===== src/rtl/uart_rx.sv =====
`default_nettype none
// ============================================================================
//  Module   : uart_rx
//  Purpose  : 8N1 UART serial receiver. Synchronizes the asynchronous line,
//             detects the start edge, samples each bit once at mid-bit and
//             reports each byte with a one-cycle valid strobe. A low stop bit
//             raises a one-cycle framing-error strobe, after which the
//             receiver waits for the line to return high before re-arming.
//  Ports    : clk       - system clock
//             rst_n     - asynchronous active-low reset
//             rx_line   - asynchronous serial input, idle high
//             rx_data   - last correctly received byte (LSB first on wire)
//             rx_valid  - one-cycle pulse, rx_data holds a new byte
//             frame_err - one-cycle pulse, stop bit was sampled low
//             rx_busy   - high whenever the receiver is not idle
//  Revision : 1.0 - initial release
// ============================================================================
module uart_rx #(
    parameter int CLK_PER_BIT = 5208
) (
    input  logic       clk,
    input  logic       rst_n,
    input  logic       rx_line,
    output logic [7:0] rx_data,
    output logic       rx_valid,
    output logic       frame_err,
    output logic       rx_busy
);

    // Mid-start-bit offset is always derived from the bit period.
    localparam int HALF_BIT = CLK_PER_BIT / 2;
    localparam int CNT_W    = $clog2(CLK_PER_BIT);

    localparam logic [CNT_W-1:0] HALF_LAST = CNT_W'(HALF_BIT - 1);
    localparam logic [CNT_W-1:0] BIT_LAST  = CNT_W'(CLK_PER_BIT - 1);

    localparam logic [2:0] IDLE  = 3'd0;
    localparam logic [2:0] START = 3'd1;
    localparam logic [2:0] DATA  = 3'd2;
    localparam logic [2:0] STOP  = 3'd3;
    localparam logic [2:0] BREAK = 3'd4;

    if (CLK_PER_BIT < 4) begin : g_bad_clk_per_bit
        $error("uart_rx: CLK_PER_BIT must be at least 4");
    end

    logic             rx_meta;
    logic             rx_s;
    logic [2:0]       state;
    logic [CNT_W-1:0] clk_count;
    logic [2:0]       bit_index;
    logic [7:0]       shift_reg;
    logic [CNT_W-1:0] count_last;
    logic             terminal;

    // Two-flop synchronizer; flops reset to the idle (high) line level so a
    // reset release never looks like a start edge.
    always_ff @(posedge clk or negedge rst_n) begin
        if (!rst_n) begin
            rx_meta <= 1'b1;
            rx_s    <= 1'b1;
        end else begin
            rx_meta <= rx_line;
            rx_s    <= rx_meta;
        end
    end

    // The start state only counts half a bit so that every later terminal
    // cycle lands in the middle of a bit cell.
    always_comb begin
        count_last = (state == START) ? HALF_LAST : BIT_LAST;
        terminal   = (clk_count == count_last);
    end

    assign rx_busy = (state != IDLE);

    always_ff @(posedge clk or negedge rst_n) begin
        if (!rst_n) begin
            state     <= IDLE;
            clk_count <= '0;
            bit_index <= 3'd0;
            shift_reg <= 8'h00;
            rx_data   <= 8'h00;
            rx_valid  <= 1'b0;
            frame_err <= 1'b0;
        end else begin
            rx_valid  <= 1'b0;
            frame_err <= 1'b0;

            case (state)
                IDLE: begin
                    clk_count <= '0;
                    bit_index <= 3'd0;
                    if (!rx_s) begin
                        state <= START;
                    end
                end

                START: begin
                    if (terminal) begin
                        clk_count <= '0;
                        if (!rx_s) begin
                            state     <= DATA;
                            bit_index <= 3'd0;
                        end else begin
                            // Line went back high before mid-start: glitch.
                            state <= IDLE;
                        end
                    end else begin
                        clk_count <= clk_count + 1'b1;
                    end
                end

                DATA: begin
                    if (terminal) begin
                        clk_count            <= '0;
                        shift_reg[bit_index] <= rx_s;
                        // Leave before incrementing so the 3-bit index never wraps.
                        if (bit_index == 3'd7) begin
                            state <= STOP;
                        end else begin
                            bit_index <= bit_index + 3'd1;
                        end
                    end else begin
                        clk_count <= clk_count + 1'b1;
                    end
                end

                STOP: begin
                    if (terminal) begin
                        clk_count <= '0;
                        if (rx_s) begin
                            rx_data  <= shift_reg;
                            rx_valid <= 1'b1;
                            state    <= IDLE;
                        end else begin
                            frame_err <= 1'b1;
                            state     <= BREAK;
                        end
                    end else begin
                        clk_count <= clk_count + 1'b1;
                    end
                end

                BREAK: begin
                    // A held-low line must not be decoded as repeated 0x00
                    // frames; wait for the line to return to idle first.
                    clk_count <= '0;
                    if (rx_s) begin
                        state <= IDLE;
                    end
                end

                default: begin
                    state     <= IDLE;
                    clk_count <= '0;
                end
            endcase
        end
    end

endmodule
`default_nettype wire

===== config.mk =====
export PLATFORM = sky130hd
export DESIGN_NAME = uart_rx
export DESIGN_NICKNAME = d
export VERILOG_FILES = /design/src/rtl/uart_rx.sv
export SDC_FILE = /design/constraint.sdc
export NUM_CORES = 1
export LEC_CHECK = 0
export BUFFER_PORTS_ARGS = -buffer_cell sky130_fd_sc_hd__buf_2
export CAP_MARGIN = 25
export CELL_PAD_IN_SITES_DETAIL_PLACEMENT = 1
export CELL_PAD_IN_SITES_GLOBAL_PLACEMENT = 1
export CORE_MARGIN = 1
export CORE_UTILIZATION = 45
export CTS_BUF_LIST = sky130_fd_sc_hd__clkbuf_8
export DETAILED_ROUTE_END_ITERATION = 12
export PLACE_DENSITY = 0.83
export SLEW_MARGIN = 0
export SYNTH_ARGS = -nofsm -noshare
export SYNTH_HDL_FRONTEND = slang
export SYNTH_SLANG_ARGS = --single-unit

===== constraint.sdc =====
create_clock -name clk -period 2.1 [get_ports clk]
set_clock_uncertainty 0.15 [all_clocks]
set_input_delay 0.63 -clock clk [delete_from_list [all_inputs] [get_ports clk]]
set_output_delay 0.63 -clock clk [all_outputs]
set_load 0.01 [all_outputs]

Word level (Yosys, flattened, before mapping)
Index checks and enable logic that the tools add are counted.
{"block": "totals", "mem_bits_rw": 0, "register_bits": 39, "elab_cells": 62, "in_bits": 3, "latch_bits": 0, "mem_count": 0, "mem_bits_ro": 0, "out_inout_bits": 11}
{"block": "op_classes", "shift": 0, "bitwise_logic": 0, "div": 0, "n_mul": 0, "n_reduce_logical": 9, "magnitude_cmp": 2, "eq_ne": 14, "n_mux": 26, "n_addsub": 2}
{"cell": "$mux W13", "n": 3}
{"cell": "$mux W3", "n": 11}
{"cell": "$ne A2 B2 Y1 const B", "n": 8}
{"cell": "$pmux W3 S5", "n": 1}
{"cell": "$add A13 B1 Y13 const B", "n": 1}
{"cell": "$eq A13 B13 Y1", "n": 1}
{"cell": "$pmux W3 S3", "n": 1}
{"cell": "$bwmux W8", "n": 1}
{"cell": "$mux W1", "n": 7}
{"cell": "$eq A3 B2 Y1 const B", "n": 2}
{"cell": "$eq A3 B3 Y1 const B", "n": 2}
{"cell": "$reduce_and A6 Y1", "n": 1}
{"cell": "$reduce_bool A3 Y1", "n": 2}
{"cell": "$reduce_and A5 Y1", "n": 1}
{"cell": "$lt A3 B4 Y1 const B", "n": 1}
{"cell": "$add A3 B1 Y3 const B", "n": 1}
{"cell": "$demux W1 S3", "n": 1}
{"cell": "$eq A3 B1 Y1 const B", "n": 1}
{"cell": "$ge A3 B1 Y1 const B", "n": 1}
{"cell": "$logic_not A3 Y1", "n": 1}
{"cell": "$reduce_and A3 Y1", "n": 1}
{"cell": "$reduce_or A3 Y1", "n": 1}
{"cell": "$mux W2", "n": 1}
{"cell": "$reduce_and A2 Y1", "n": 1}
{"cell": "$logic_and A1 B1 Y1", "n": 1}

Logic depth before layout (Yosys ltp)
Gate-level depths: netlist (run 1).
{"block": "depth", "ltp_word": 5, "ltp_mapped": 7}

Worst setup path after synthesis (run 1)
Ideal clock, no wire load.
{"block": "synth_path", "kind": "register to register", "startpoint": "register clk_count[11]", "endpoint": "register rx_data[1]", "n_path_buf": 1, "stages_incl_launch_ff": 6, "setup_ns": 0.125, "t_arrival_ns": 1.706, "slack_ns": 0.119, "synth_period_minus_slack_ns": 1.981, "path_cell_list": "dfrtp_1 > nand4b_1 > nor4_4 > o2111a_1 > buf_6 > mux2_2"}
{"block": "synth_between", "elab_chain_len": 2}
{"item": "start, declared", "line": "50", "text": "logic [CNT_W-1:0] clk_count;"}
{"item": "start signal, assigned", "line": "110", "text": "clk_count <= clk_count + 1'b1;"}
{"item": "start signal, assigned", "line": "125", "text": "clk_count <= clk_count + 1'b1;"}
{"item": "start signal, assigned", "line": "141", "text": "clk_count <= clk_count + 1'b1;"}
{"item": "$eq A13 B13 Y1", "line": "72", "text": "terminal = (clk_count == count_last);"}
{"item": "$reduce_and A3 Y1 (no line)"}
{"item": "end signal, assigned", "line": "133", "text": "rx_data <= shift_reg;"}
{"item": "end, declared", "line": "24", "text": "output logic [7:0] rx_data,"}
No other way between the ends.
A chain may end at the register's enable or synchronous reset.

Worst setup path after layout (run 1)
{"block": "layout_path", "startpoint": "register state[1]", "endpoint": "output port rx_busy"}
{"block": "layout_between", "elab_chain_len": 1}
{"item": "start, declared", "line": "49", "text": "logic [2:0] state;"}
{"item": "start signal, assigned", "line": "79", "text": "state <= IDLE;"}
{"item": "start signal, assigned", "line": "95", "text": "state <= START;"}
{"item": "start signal, assigned", "line": "103", "text": "state <= DATA;"}
{"item": "$reduce_bool A3 Y1", "line": "75", "text": "assign rx_busy = (state != IDLE);"}
{"item": "end, declared", "line": "27", "text": "output logic rx_busy"}
No other way between the ends.

==> PnR_summary.wiki, run 1 <==
{| class="wikitable"
! Metric !! Value
|-
| # diodes || 0
|-
| Utilization after layout || 0.542
|-
| Avg Vias per Cell || approximately 6.0
|-
| Most frequently used flop master after synthesis || sky130_fd_sc_hd__dfrtp_1
|-
| Area growth, synth to finish || 12.7%
|-
| Clock sinks || 39
|-
| Number of rows in the core area || 23
|-
| Quantity of hold-fixing buffers added after cts || 0
|-
| Time the worst path needs with I/O delays and setup || roughly 2.0 ns
|-
| Die Footprint || ~4700 µm²
|-
| Boundary Pins || 14
|-
| Vias in the first global route || 1527
|-
| Clock tree from TritonCTS || done
|-
| Core region area || slightly above 4000 µm²
|-
| Number of filler cells placed in the layout || 463
|-
| Die Y || 68.3 µm
|-
| Max IR drop VDD || ~0.00024 V
|-
| Crit path required time || 1.32 ns
|-
| Inserted Clock Buffers || 5
|-
| Antenna violations before repair || 0
|-
| Critical R2R Launch || clk_count[11]
|-
| Cell area after layout || 2230 µm²
|-
| Kind of capture point of the worst setup path || output port
|-
| CTS-repair resized insts || 0
|-
| Combinational share of power || 0.022
|-
| Maxcap violations || 0
|-
| Proportion of layout cells with a drive suffix above 1 || 0.307
|-
| Share of the clock period used by the worst path || 0.975
|-
| Sequential Power Share || 0.598
|-
| Routed len/inst || 18.2 µm
|-
| Total routed wirelength || between 4000 and 5000 µm
|-
| Largest fanout on the critical path || 10
|-
| Instance area after placement || 2140 µm²
|-
| Design internal power || 0.985 mW
|-
| Synthesized area per cell || 11.6 µm²
|-
| Root buf cell || sky130_fd_sc_hd__clkbuf_8
|-
| Number of levels the H-tree was split into || 2
|-
| Worst R2R Setup Slack || 0.12 ns
|-
| Count of mapped cells out of synthesis || 170
|-
| Reg2Reg Capture Point || shift_reg[3]
|-
| Power density relative to cell area || approximately 570 nW/µm²
|-
| Maximum clock insertion buffer count || 2
|-
| Clock power share || 0.380
|-
| Number of cell instances on the worst register-to-register path || 5
|-
| List of cells traversed by the critical path || buf_4, nor2_1, nand2_2, buf_2
|-
| EDFF count, synth || 0
|-
| Post-DP HPWL || 3250 µm
|-
| Die boundary width || roughly 68 µm
|-
| Achievable clock frequency || 0.489 GHz
|-
| Worst relative slew slack || 0.699
|-
| Syn nets || between 150 and 200
|-
| Reported net switching power || 0.277 mW
|-
| All-Layer GR Usage || 0.222
|-
| Launching element type of the critical path || register
|-
| Post-layout net count || 197
|-
| Largest stage delay on the critical path || roughly 0.4 ns
|-
| Share of synthesized registers carrying an async set or reset || 1.00
|-
| Number of setup buffers added after CTS || 0
|-
| Clock-pin slew on the worst setup and hold paths || 0.07 ns
|-
| Initial DRT Pass Iterations || 4
|-
| Post-detailed-route DRC marker count || 0
|-
| Via count of the routed design || 1447
|-
| Final setup violating endpoints || 0
|-
| Number of different library cells in the post-synthesis netlist || 43
|-
| Placer's final routability congestion estimate || 0.841
|-
| Max reg flops || 13
|-
| Result of the run || finished clean
|-
| Violation count after the first detailed-routing iteration || 91
|-
| Master of the slowest instance on the critical path || sky130_fd_sc_hd__dfrtp_1
|-
| Count of state elements after synthesis || 39
|-
| Endpoints failing hold || 0
|-
| Pin count of the biggest net entering global routing || 23
|-
| Class of the most critical setup path || reg -> out
|-
| Aggregate global routing overflow || 0
|-
| Synth warnings || 0
|-
| Switching fraction of total power || 0.219
|-
| Worst skew pair latency || 0.29 ns
|-
| Wire length of the first global-routing pass || 7470 µm
|-
| Reported leakage power || 1.05 nW
|-
| Synth Cell Area || 1980 µm²
|-
| Sequential area share after synthesis || 0.495
|-
| Effective utilization at floorplan || 0.481
|-
| Class of the tightest hold or removal check || in -> async
|-
| Slew at the pin with the worst max-slew slack || 0.452 ns
|-
| Total of buffers placed on input and output ports || 13
|-
| Post-DRT Antenna Nets || 0
|-
| Final-report max-slew violation count || 0
|-
| Worst path arrival time || 1.27 ns
|}
-- cell usage in the layout, fill, tap and decap left out, drive strengths merged --
master   Yosys  final
nor4         1      1
xnor2        4      4
and3b        1      1
nor2         5      5
and4         3      3
and4b        1      1
and2         3      3
ha           3      3
nand4        3      3
nand3        4      4
a21oi        1      1
or3b         1      1
o2111a       2      2
a221oi       1      1
nand4b       1      1
o2111ai     12     12
and2b        1      1
inv          3      5
o21ai        4      4
nand2        9      9
o21a         1      1
dfstp        2      2
a211oi       2      2
clkbuf       4      5
o211ai       2      2
dfrtp       37     37
nor3        16     16
nor3b        5      5
clkinv       0      1
o22ai        1      1
a31o         1      1
buf          8     26
xor2         6      6
and3         5      5
mux2        17     17
-- cell usage after synthesis, types with 2 or more instances --
| library cell | n | share of area |
|---|---|---|
| sky130_fd_sc_hd__dfrtp_1 | 37 | 0.47 |
| sky130_fd_sc_hd__nor3_1 | 15 | 0.038 |
| sky130_fd_sc_hd__mux2_2 | 11 | 0.063 |
| sky130_fd_sc_hd__o2111ai_1 | 11 | 0.049 |
| sky130_fd_sc_hd__nand2_1 | 9 | 0.017 |
| sky130_fd_sc_hd__xor2_1 | 6 | 0.027 |
| sky130_fd_sc_hd__and3_1 | 5 | 0.016 |
| sky130_fd_sc_hd__mux2_1 | 5 | 0.028 |
| sky130_fd_sc_hd__nor2_1 | 5 | 0.0095 |
| sky130_fd_sc_hd__buf_2 | 4 | 0.010 |
| sky130_fd_sc_hd__nand3_1 | 4 | 0.010 |
| sky130_fd_sc_hd__o21ai_0 | 4 | 0.010 |
| sky130_fd_sc_hd__xnor2_1 | 4 | 0.018 |
| sky130_fd_sc_hd__and2_1 | 3 | 0.0095 |
| sky130_fd_sc_hd__clkbuf_1 | 3 | 0.0057 |
| sky130_fd_sc_hd__ha_1 | 3 | 0.019 |
| sky130_fd_sc_hd__inv_1 | 3 | 0.0057 |
| sky130_fd_sc_hd__nand4_1 | 3 | 0.0095 |
| sky130_fd_sc_hd__nor3b_2 | 3 | 0.019 |
| sky130_fd_sc_hd__a211oi_1 | 2 | 0.0076 |
| sky130_fd_sc_hd__and4_1 | 2 | 0.0089 |
| sky130_fd_sc_hd__buf_4 | 2 | 0.0076 |
| sky130_fd_sc_hd__buf_6 | 2 | 0.011 |
| sky130_fd_sc_hd__dfstp_2 | 2 | 0.027 |
| sky130_fd_sc_hd__nor3b_1 | 2 | 0.0076 |
| sky130_fd_sc_hd__o2111a_1 | 2 | 0.011 |
| sky130_fd_sc_hd__o211ai_1 | 2 | 0.0076 |
-- power by group through the flow --
stage	Combinational (mW)	Sequential [mW]	Clock, mW
global placement	0.0276	0.770	0
detailed placement	0.0290	0.769	0
floorplan	0.00384	0.770	0
global route	0.0314	0.755	0.518
CTS	0.0291	0.755	0.486
finish	0.0273	0.755	0.480
-- per-layer routing --
| metal | global-route usage | vias up | part of all wire |
|---|---|---|---|
| met5 | 0 | - | 0 |
| met4 | 0.102 | 0 | 0.012 |
| met3 | 0.0483 | 6 | 0.030 |
| met2 | 0.368 | 25 | 0.51 |
| met1 | 0.274 | 739 | 0.44 |
| li1 | - | 677 | - |
-- worst max-delay path: cells and delay by family, from the launching register on --
kind,cells,cell delay (ns)
DFF,1,0.39
buffers and inverters,2,0.31
and+or+nand+nor,2,0.27
-- metrics by stage --
stage,setup WS (ns),hold slack [ns],TNS [ns],cells,power [mW]
floorplan,0.119,0.184,0,170,0.774
global placement,0.128,0.197,0,234,0.797
detailed placement,0.0407,0.201,0,234,0.798
CTS,0.00774,0.142,0,242,1.27
global route,-0.00300,0.149,-0.00300,242,1.30
finish,0.0532,0.126,0,242,1.26
-- worst max path at each step --
stage / start / to / slack (ns)
2_1_floorplan: clk_count[11] / rx_data[1] / 0.12
3_3_place_gp: clk_count[11] / rx_data[4] / 0.13
3_5_place_dp: clk_count[11] / rx_data[3] / 0.04
4_1_cts: clk_count[11] / rx_data[3] / 0.008
5_1_grt: clk_count[3] / clk_count[8] / -0.003
6_report: state[1] / rx_busy / 0.05
-- cell families after synthesis --
group | Yosys count | share of synthesized area
adders and majority gates | 3 | 0.0190
AOI/OAI and AO/OA | 27 | 0.111
buffers and inverters | 15 | 0.0430
xor gates and xnor gates | 10 | 0.0443
DFF | 39 | 0.495
and+or+nand+nor | 59 | 0.189
muxes | 17 | 0.0987
-- final cells by class --
| class | instances | area (µm²) | share of cell area |
|---|---|---|---|
| clock buffers | 5 | 68.8 | 0.0309 |
| well taps | 50 | 62.6 | 0.0281 |
| repair buffers | 26 | 175 | 0.0786 |
| multi-input cells | 116 | 920 | 0.413 |
| inverters | 3 | 11.3 | 0.00505 |
| flip-flops and latches | 39 | 978 | 0.439 |
| clock inverters | 3 | 12.5 | 0.00561 |
Note: power is estimated with default switching activity, not from simulation.
==> run 2, diff against run 1 <==
--- a/config.mk
+++ b/config.mk
@@ -7,12 +7,14 @@
 export LEC_CHECK = 0
 export BUFFER_PORTS_ARGS = -buffer_cell sky130_fd_sc_hd__buf_2
 export CAP_MARGIN = 25
-export CELL_PAD_IN_SITES_DETAIL_PLACEMENT = 1
+export CELL_PAD_IN_SITES_DETAIL_PLACEMENT = 0
 export CELL_PAD_IN_SITES_GLOBAL_PLACEMENT = 1
 export CORE_MARGIN = 1
 export CORE_UTILIZATION = 45
 export CTS_BUF_LIST = sky130_fd_sc_hd__clkbuf_8
 export DETAILED_ROUTE_END_ITERATION = 12
+export GPL_ROUTABILITY_DRIVEN = 0
+export GPL_TIMING_DRIVEN = 0
 export PLACE_DENSITY = 0.83
 export SLEW_MARGIN = 0
 export SYNTH_ARGS = -nofsm -noshare
==> PnR_summary.wiki, run 2 (synthesized netlist as in run 1, its figures left out) <==
{| class="wikitable"
! Metric !! Value
|-
| Max IR drop VDD || 0.000252 V (+3.3%)
|-
| Wire length of the first global-routing pass || 6420 µm (-14%)
|-
| Total of buffers placed on input and output ports || 13 (unchanged)
|-
| Die Y || 68.3 µm (unchanged)
|-
| Via count of the routed design || 1408 (-2.7%)
|-
| Achievable clock frequency || 0.486 GHz (-0.49%)
|-
| Beginning of the worst hold path || rx_meta
|-
| Filler-free cell count of the finished design || 243 (+0.41%)
|-
| Die boundary width || 68.3 µm (unchanged)
|-
| Most numerous cell on the critical path || sky130_fd_sc_hd__buf_6
|-
| Post-layout net count || 198 (+0.51%)
|-
| Class of the most critical setup path || reg -> reg
|-
| Combinational share of power || 0.016 (-0.006)
|-
| Number of levels the H-tree was split into || 2 (unchanged)
|-
| Number of instances in the placed design || 233 (-0.43%)
|-
| Buf/Inv on CP || 3 (+1)
|-
| Initial DRT Pass Iterations || 4 (unchanged)
|-
| Maxcap violations || 0 (unchanged)
|-
| Launching element type of the critical path || register
|-
| Worst skew pair latency || 0.30 ns (about the same)
|-
| Worst relative slew slack || 0.427 (-0.272)
|-
| Antenna violations before repair || 0 (unchanged)
|-
| Clock-pin slew on the worst setup and hold paths || 0.08 ns (about the same)
|-
| Worst path arrival time || 2.09 ns (+0.82 ns)
|-
| # diodes || 0 (unchanged)
|-
| Time the worst path needs with I/O delays and setup || 2.06 ns (+0.00999 ns)
|-
| Maximum clock insertion buffer count || 2 (unchanged)
|-
| Instance area after placement || 2110 µm² (-1.7%)
|-
| Critical path's top delay family || simple AND/OR/NAND/NOR gates
|-
| Design internal power || 0.988 mW (+0.29%)
|-
| Final-report max-slew violation count || 0 (unchanged)
|-
| All-Layer GR Usage || 0.192 (-0.0298)
|-
| Final setup violating endpoints || 0 (unchanged)
|-
| Effective utilization at floorplan || 0.481 (unchanged)
|-
| Worst setup timing slack at the placement stage || -0.105 ns (-0.146 ns)
|-
| Class of the tightest hold or removal check || reg -> reg
|-
| Sequential Power Share || 0.587 (-0.011)
|-
| Total routed wirelength || 3930 µm (-11%)
|-
| Quantity of hold-fixing buffers added after cts || 0 (unchanged)
|-
| Proportion of layout cells with a drive suffix above 1 || 0.316 (+0.00877)
|-
| Utilization after layout || 0.544 (+0.00243)
|-
| Power density relative to cell area || 575 nW/µm² (+1.5%)
|-
| Endpoints failing hold || 0 (unchanged)
|-
| Aggregate global routing overflow || 0 (unchanged)
|-
| Inserted Clock Buffers || 5 (unchanged)
|-
| Switching fraction of total power || 0.232 (+0.0130)
|-
| Pin count of the biggest net entering global routing || 40 (+74%)
|-
| Crit path required time || 2.14 ns (+0.82 ns)
|-
| Kind of capture point of the worst setup path || register
|-
| Root buf cell || sky130_fd_sc_hd__clkbuf_8
|-
| Die Footprint || 4660 µm² (unchanged)
|-
| Max reg flops || 13 (unchanged)
|-
| Vias in the first global route || 1354 (-11%)
|-
| Clock power share || 0.397 (+0.017)
|-
| Critical R2R Launch || clk_count[6]
|-
| Crit. Startpoint || clk_count[6]
|-
| Slew at the pin with the worst max-slew slack || 0.860 ns (+0.408 ns)
|-
| Area growth, synth to finish || 13.2%
|-
| Share of the clock period used by the worst path || 0.979 (+0.00476)
|-
| Master of the slowest instance on the critical path || sky130_fd_sc_hd__dfrtp_1
|-
| Largest stage delay on the critical path || 0.38 ns (about the same)
|-
| Reported net switching power || 0.299 mW (+8.0%)
|-
| Post-DRT Antenna Nets || 0 (unchanged)
|-
| Clock tree from TritonCTS || done
|-
| Core region area || 4120 µm² (unchanged)
|-
| Number of rows in the core area || 23 (unchanged)
|-
| Final worst setup slack || 0.0433 ns (-0.00999 ns)
|-
| Commonest non-fill, non-tap cell in the layout || sky130_fd_sc_hd__dfrtp_1
|-
| Boundary Pins || 14 (unchanged)
|-
| Violation count after the first detailed-routing iteration || 96 (+5.5%)
|-
| Post-DP HPWL || 2700 µm (-17%)
|-
| Reported leakage power || 1.05 nW (-0.33%)
|-
| Post-detailed-route DRC marker count || 0 (unchanged)
|-
| Largest fanout on the critical path || 8 (-2)
|-
| Result of the run || finished clean
|-
| Avg Vias per Cell || 5.79 (-3.1%)
|-
| Smallest hold slack || 0.211 ns (+0.0852 ns)
|-
| Cell area after layout || 2240 µm² (+0.45%)
|-
| Clock sinks || 39 (unchanged)
|-
| Routed len/inst || 16.2 µm (-11%)
|-
| Commonest non-fill, non-tap cells in the layout || sky130_fd_sc_hd__dfrtp_1, sky130_fd_sc_hd__buf_2, sky130_fd_sc_hd__nor3_1
|-
| List of cells traversed by the critical path || buf_6, and4b_1, and4_1, buf_6, o2111a_1, buf_6, mux2_2
|}
==> run 2: changes by cell type in the layout (fill, tap and decap cells not counted), moves of 2 or more <==
cell                         previous run  this run
sky130_fd_sc_hd__clkinvlp_4             0         2
sky130_fd_sc_hd__clkbuf_1               0         2
sky130_fd_sc_hd__buf_4                 12         4
sky130_fd_sc_hd__buf_6                  0         4
sky130_fd_sc_hd__dfrtp_2                0         3
sky130_fd_sc_hd__buf_2                 13        16
sky130_fd_sc_hd__dfrtp_1               37        34
==> run 2: power groups by stage <==
stage | Clock (mW) | Combinational [mW] | Sequential [mW]
detailed placement | 0 | 0.0222 | 0.771
global route | 0.554 | 0.0248 | 0.756
CTS | 0.517 | 0.0221 | 0.756
finish | 0.511 | 0.0207 | 0.756
global placement | 0 | 0.0210 | 0.771
floorplan | 0 | 0.00384 | 0.770
==> run 2: metal layers <==
layer,up-vias,wire length [µm],global-route usage
met2,27,1890,0.295
met5,-,0,0
met3,8,131,0.0500
met4,0,67,0.0911
met1,691,1830,0.250
li1,682,-,-
==> run 2: metrics by stage <==
step	setup TNS, ns	power (mW)
after floorplan	0	0.774
after global placement	-0.269	0.791
after detailed placement	-1.00	0.793
after CTS	0	1.29
after global routing	-0.0772	1.33
final	0	1.29
==> run 2: what timing repair did <==
action / 4_1_cts / 5_1_grt
endpoints found under the setup margin: 22 / 24
buffers inserted: 1 / 1
resized for setup: 3 / 11
pin swaps: 1 / 1
==> run 2: area by class of cell <==
type	instances	area, µm²
flip-flops and latches	39	982
multi-input cells	116	926
fillers	357	1880
well taps	50	62.6
plain buffers	12	87.6
inverters	3	11.3
clock inverters	3	20.0
repair buffers	15	80.1
clock buffers	5	68.8
==> run 2: final timing paths <==
check / to / slack [ns] / cells past startpoint
hold / removal: rx_s / 0.21 / 0
setup / recovery: rx_data[2] / 0.04 / 7
setup reg to reg: rx_data[2] / 0.04 / 7
min in group asynchronous: clk_count[12] / 0.29 / 1
hold reg to reg: rx_s / 0.21 / 0
max in group asynchronous: state[2] / 0.92 / 1
==> run 3, diff against run 2 <==
--- a/config.mk
+++ b/config.mk
@@ -5,17 +5,18 @@
 export SDC_FILE = /design/constraint.sdc
 export NUM_CORES = 1
 export LEC_CHECK = 0
+export ABC_AREA = 1
 export BUFFER_PORTS_ARGS = -buffer_cell sky130_fd_sc_hd__buf_2
 export CAP_MARGIN = 25
 export CELL_PAD_IN_SITES_DETAIL_PLACEMENT = 0
 export CELL_PAD_IN_SITES_GLOBAL_PLACEMENT = 1
 export CORE_MARGIN = 1
-export CORE_UTILIZATION = 45
+export CORE_UTILIZATION = 47
 export CTS_BUF_LIST = sky130_fd_sc_hd__clkbuf_8
 export DETAILED_ROUTE_END_ITERATION = 12
 export GPL_ROUTABILITY_DRIVEN = 0
 export GPL_TIMING_DRIVEN = 0
-export PLACE_DENSITY = 0.83
+export PLACE_DENSITY = 0.88
 export SLEW_MARGIN = 0
 export SYNTH_ARGS = -nofsm -noshare
 export SYNTH_HDL_FRONTEND = slang
==> constraint.sdc (replaced) <==
create_clock -name clk -period 1.9 [get_ports clk]
set_clock_uncertainty 0.15 [all_clocks]
set_input_delay 0.57 -clock clk [delete_from_list [all_inputs] [get_ports clk]]
set_output_delay 0.57 -clock clk [all_outputs]
set_load 0.01 [all_outputs]
==> PnR_summary.wiki, run 3 <==
{| class="wikitable"
! Metric !! Value
|-
| Inserted Clock Buffers || 5 (unchanged)
|-
| Boundary Pins || 14 (unchanged)
|-
| Most frequently used flop master after synthesis || sky130_fd_sc_hd__dfrtp_1
|-
| Share of the synthesized area in the top cell type || 0.420 (-0.0478)
|-
| Launching element type of the critical path || register
|-
| Slew at the pin with the worst max-slew slack || 0.872 ns (+0.0125 ns)
|-
| Sequential Power Share || 0.538 (-0.049)
|-
| Die boundary width || 70.5 µm (+3.2%)
|-
| Die Footprint || 4970 µm² (+6.5%)
|-
| Filler-free cell count of the finished design || 375 (+54%)
|-
| Power density relative to cell area || 571 nW/µm² (-0.65%)
|-
| Number of cell instances on the worst register-to-register path || 9 (+2)
|-
| Largest fanout on the critical path || 3 (-5)
|-
| Share of synthesized registers carrying an async set or reset || 1.00 (unchanged)
|-
| Post-DP HPWL || 3090 µm (+14%)
|-
| Maxcap violations || 0 (unchanged)
|-
| Total routed wirelength || 4730 µm (+20%)
|-
| Commonest non-fill, non-tap cells in the layout || sky130_fd_sc_hd__nand2_1, sky130_fd_sc_hd__inv_1, sky130_fd_sc_hd__dfrtp_1
|-
| Avg Vias per Cell || 5.09 (-12%)
|-
| Synth warnings || 0 (unchanged)
|-
| Initial DRT Pass Iterations || 9 (+5)
|-
| Master of the slowest instance on the critical path || sky130_fd_sc_hd__dfrtp_2
|-
| Fraction of met2 tracks used by global routing || 0.300 (+0.00455)
|-
| Met3 usage in global routing || 0.0462 (-0.00382)
|-
| Most instantiated cells after synthesis || sky130_fd_sc_hd__nand2_1, sky130_fd_sc_hd__inv_1, sky130_fd_sc_hd__nor2_1, sky130_fd_sc_hd__dfrtp_1, sky130_fd_sc_hd__nand3_1
|-
| Proportion of layout cells with a drive suffix above 1 || 0.251 (-0.0653)
|-
| Crit path required time || 1.18 ns (-0.96 ns)
|-
| Final setup violating endpoints || 0 (unchanged)
|-
| Worst skew pair latency || 0.30 ns (about the same)
|-
| Vias in the first global route || 1705 (+26%)
|-
| Result of the run || finished with violations
|-
| Combinational share of power || 0.015 (about the same)
|-
| Count of mapped cells out of synthesis || 284 (+67%)
|-
| Cells taking the most area after synthesis || sky130_fd_sc_hd__dfrtp_1, sky130_fd_sc_hd__nand2_1, sky130_fd_sc_hd__inv_1, sky130_fd_sc_hd__nor2_1, sky130_fd_sc_hd__nand4_1
|-
| Clock sinks || 39 (unchanged)
|-
| Setup tns final || 0 ns (unchanged)
|-
| Number of levels the H-tree was split into || 2 (unchanged)
|-
| Number of instances in the placed design || 349 (+50%)
|-
| Routed len/inst || 12.6 µm (-22%)
|-
| Time the worst path needs with I/O delays and setup || 1.87 ns
|-
| Core region area || 4440 µm² (+8.0%)
|-
| Root buf cell || sky130_fd_sc_hd__clkbuf_8
|-
| Met1 Use GR || 0.287 (+0.0372)
|-
| Quantity of hold-fixing buffers added after cts || 0 (unchanged)
|-
| Number of rows in the core area || 24 (+4.3%)
|-
| Design internal power || 1.23 mW (+24%)
|-
| Syn nets || 290 (+65%)
|-
| Class of the most critical setup path || reg -> out
|-
| Switching fraction of total power || 0.212 (-0.0203)
|-
| Synth Cell Area || 2200 µm² (+11%)
|-
| EDFF count, synth || 0 (unchanged)
|-
| Effective utilization at floorplan || 0.496 (+0.0151)
|-
| Violations in the final reports || design-rule violations
|-
| # diodes || 0 (unchanged)
|-
| Reported net switching power || 0.330 mW (+10%)
|-
| Reported leakage power || 1.42 nW (+36%)
|-
| Via count of the routed design || 1907 (+35%)
|-
| Wire length of the first global-routing pass || 7800 µm (+22%)
|-
| Most frequently used cell type in the post-synthesis netlist || sky130_fd_sc_hd__nand2_1
|-
| Worst path arrival time || 1.15 ns (-0.94 ns)
|-
| Endpoints failing hold || 0 (unchanged)
|-
| Sequential area share after synthesis || 0.444 (-0.0506)
|-
| Yosys top cell by area || sky130_fd_sc_hd__dfrtp_1
|-
| Final-report max-slew violation count || 0 (unchanged)
|-
| Pin count of the biggest net entering global routing || 40 (unchanged)
|-
| Class of the tightest hold or removal check || in -> reg
|-
| Max reg flops || 13 (unchanged)
|-
| All-Layer GR Usage || 0.201 (+0.00863)
|-
| Maximum clock insertion buffer count || 2 (unchanged)
|-
| Antenna violations before repair || 0 (unchanged)
|-
| Post-DRT Antenna Nets || 0 (unchanged)
|-
| Unrepaired setup endpoints after global routing || true
|-
| Kind of capture point of the worst setup path || output port
|-
| Cell depth of the worst min-delay path || 1 (+1)
|-
| Share of the clock period used by the worst path || 0.986
|-
| Clock-pin slew on the worst setup and hold paths || 0.08 ns (about the same)
|-
| Total of buffers placed on input and output ports || 13 (unchanged)
|-
| Synthesized area per cell || 7.76 µm² (-33%)
|-
| Violation count after the first detailed-routing iteration || 119 (+24%)
|-
| Post-layout net count || 328 (+66%)
|-
| Aggregate global routing overflow || 0 (unchanged)
|-
| Max IR drop VDD || 0.000432 V (+71%)
|-
| Post-detailed-route DRC marker count || 4 (+4)
|-
| Clock tree from TritonCTS || done
|-
| Area growth, synth to finish || 23.7%
|-
| Count of state elements after synthesis || 39 (unchanged)
|-
| Clock power share || 0.448 (+0.051)
|-
| Worst relative slew slack || 0.419 (-0.00835)
|-
| Achievable clock frequency || 0.534 GHz
|-
| Die Y || 70.5 µm (+3.2%)
|-
| Number of different library cells in the post-synthesis netlist || 30 (-30%)
|-
| List of cells traversed by the critical path || buf_4, nor2_4, nand2_1, buf_2
|-
| GRT busiest layer || met2
|-
| Commonest non-fill, non-tap cell in the layout || sky130_fd_sc_hd__nand2_1
|-
| Largest stage delay on the critical path || 0.43 ns (+0.05 ns)
|}
## run 3: changes by cell type after synthesis, moves of 4 or more
cell,delta
sky130_fd_sc_hd__o21ai_2,+7
sky130_fd_sc_hd__nor3_1,-12
sky130_fd_sc_hd__mux2_2,-11
sky130_fd_sc_hd__inv_1,+36
sky130_fd_sc_hd__nand3_1,+10
sky130_fd_sc_hd__nor2_1,+33
sky130_fd_sc_hd__nand4_1,+9
sky130_fd_sc_hd__nand2_1,+73
sky130_fd_sc_hd__o2111ai_1,-11
sky130_fd_sc_hd__and3_1,-4
sky130_fd_sc_hd__mux2_1,-5
## run 3: worst paths after layout
| kind | startpoint | endpoint | slack (ns) |
|---|---|---|---|
| max | state[1] | rx_busy | 0.03 |
| min in group asynchronous | rst_n | state[0] | 0.24 |
| min | rx_line | rx_meta | 0.21 |
| max reg2reg | state[1] | rx_data[6] | 0.05 |
| min reg2reg | rx_meta | rx_s | 0.21 |
| max in group asynchronous | rst_n | state[1] | 0.77 |
## run 3: cell families after synthesis
logic type / after synthesis / share of synthesized area
AOI/OAI and AO/OA: 22 / 0.0755
xor gates and xnor gates: 9 / 0.0358
adders and majority gates: 3 / 0.0170
buffers and inverters: 48 / 0.0971
DFF: 39 / 0.444
and+or+nand+nor: 163 / 0.330
## run 3: cell type report
type	instances	area (µm²)
tap	52	65.1
clock buffer	5	68.8
sequential	39	980
multi-input combinational	197	1080
timing repair buffer	33	262
fill	398	1720
clock inverter	3	43.8
buffer	7	76.3
inverter	39	146
## run 3: layer usage
| metal | part of all wire | wire length, µm |
|---|---|---|
| met1 | 0.49 | 2310 |
| met2 | 0.46 | 2190 |
| met3 | 0.033 | 157 |
| met4 | 0.014 | 65 |
| met5 | 0 | 0 |
## run 3: metrics by stage
stage          setup WS [ns]  cell area, µm²  hold slack [ns]  total power, mW  utilization
2_1_floorplan          0.187            2200            0.124            0.857            -
3_3_place_gp         -0.0574            2330            0.197            0.877        0.525
3_5_place_dp         -0.0604            2330            0.201            0.877        0.525
4_1_cts             0.000105            2480            0.205             1.58        0.558
5_1_grt              -0.0506            2730            0.199             1.61        0.613
6_report              0.0266            2730            0.211             1.56        0.613
## run 3: power groups by stage
| stage | Sequential [mW] | Clock [mW] | Combinational (mW) |
|---|---|---|---|
| finish | 0.837 | 0.697 | 0.0231 |
| global route | 0.837 | 0.742 | 0.0277 |
| CTS | 0.837 | 0.715 | 0.0237 |
| detailed placement | 0.850 | 0 | 0.0273 |
| global placement | 0.850 | 0 | 0.0271 |
| floorplan | 0.850 | 0 | 0.00662 |
## run 3: repair_timing
item / in CTS / in global routing
cloned: 0 / 1
buffers inserted: 3 / 16
setup endpoints to repair: 13 / 34
gates resized for setup: 5 / 22
pin swaps: 1 / 10
## run 3: critical path, delay by kind of cell, from the launching register on
kind	cells	cell delay [ns]
flip-flops	1	0.43
buffers and inverters	2	0.27
AND/OR/NAND/NOR	2	0.15
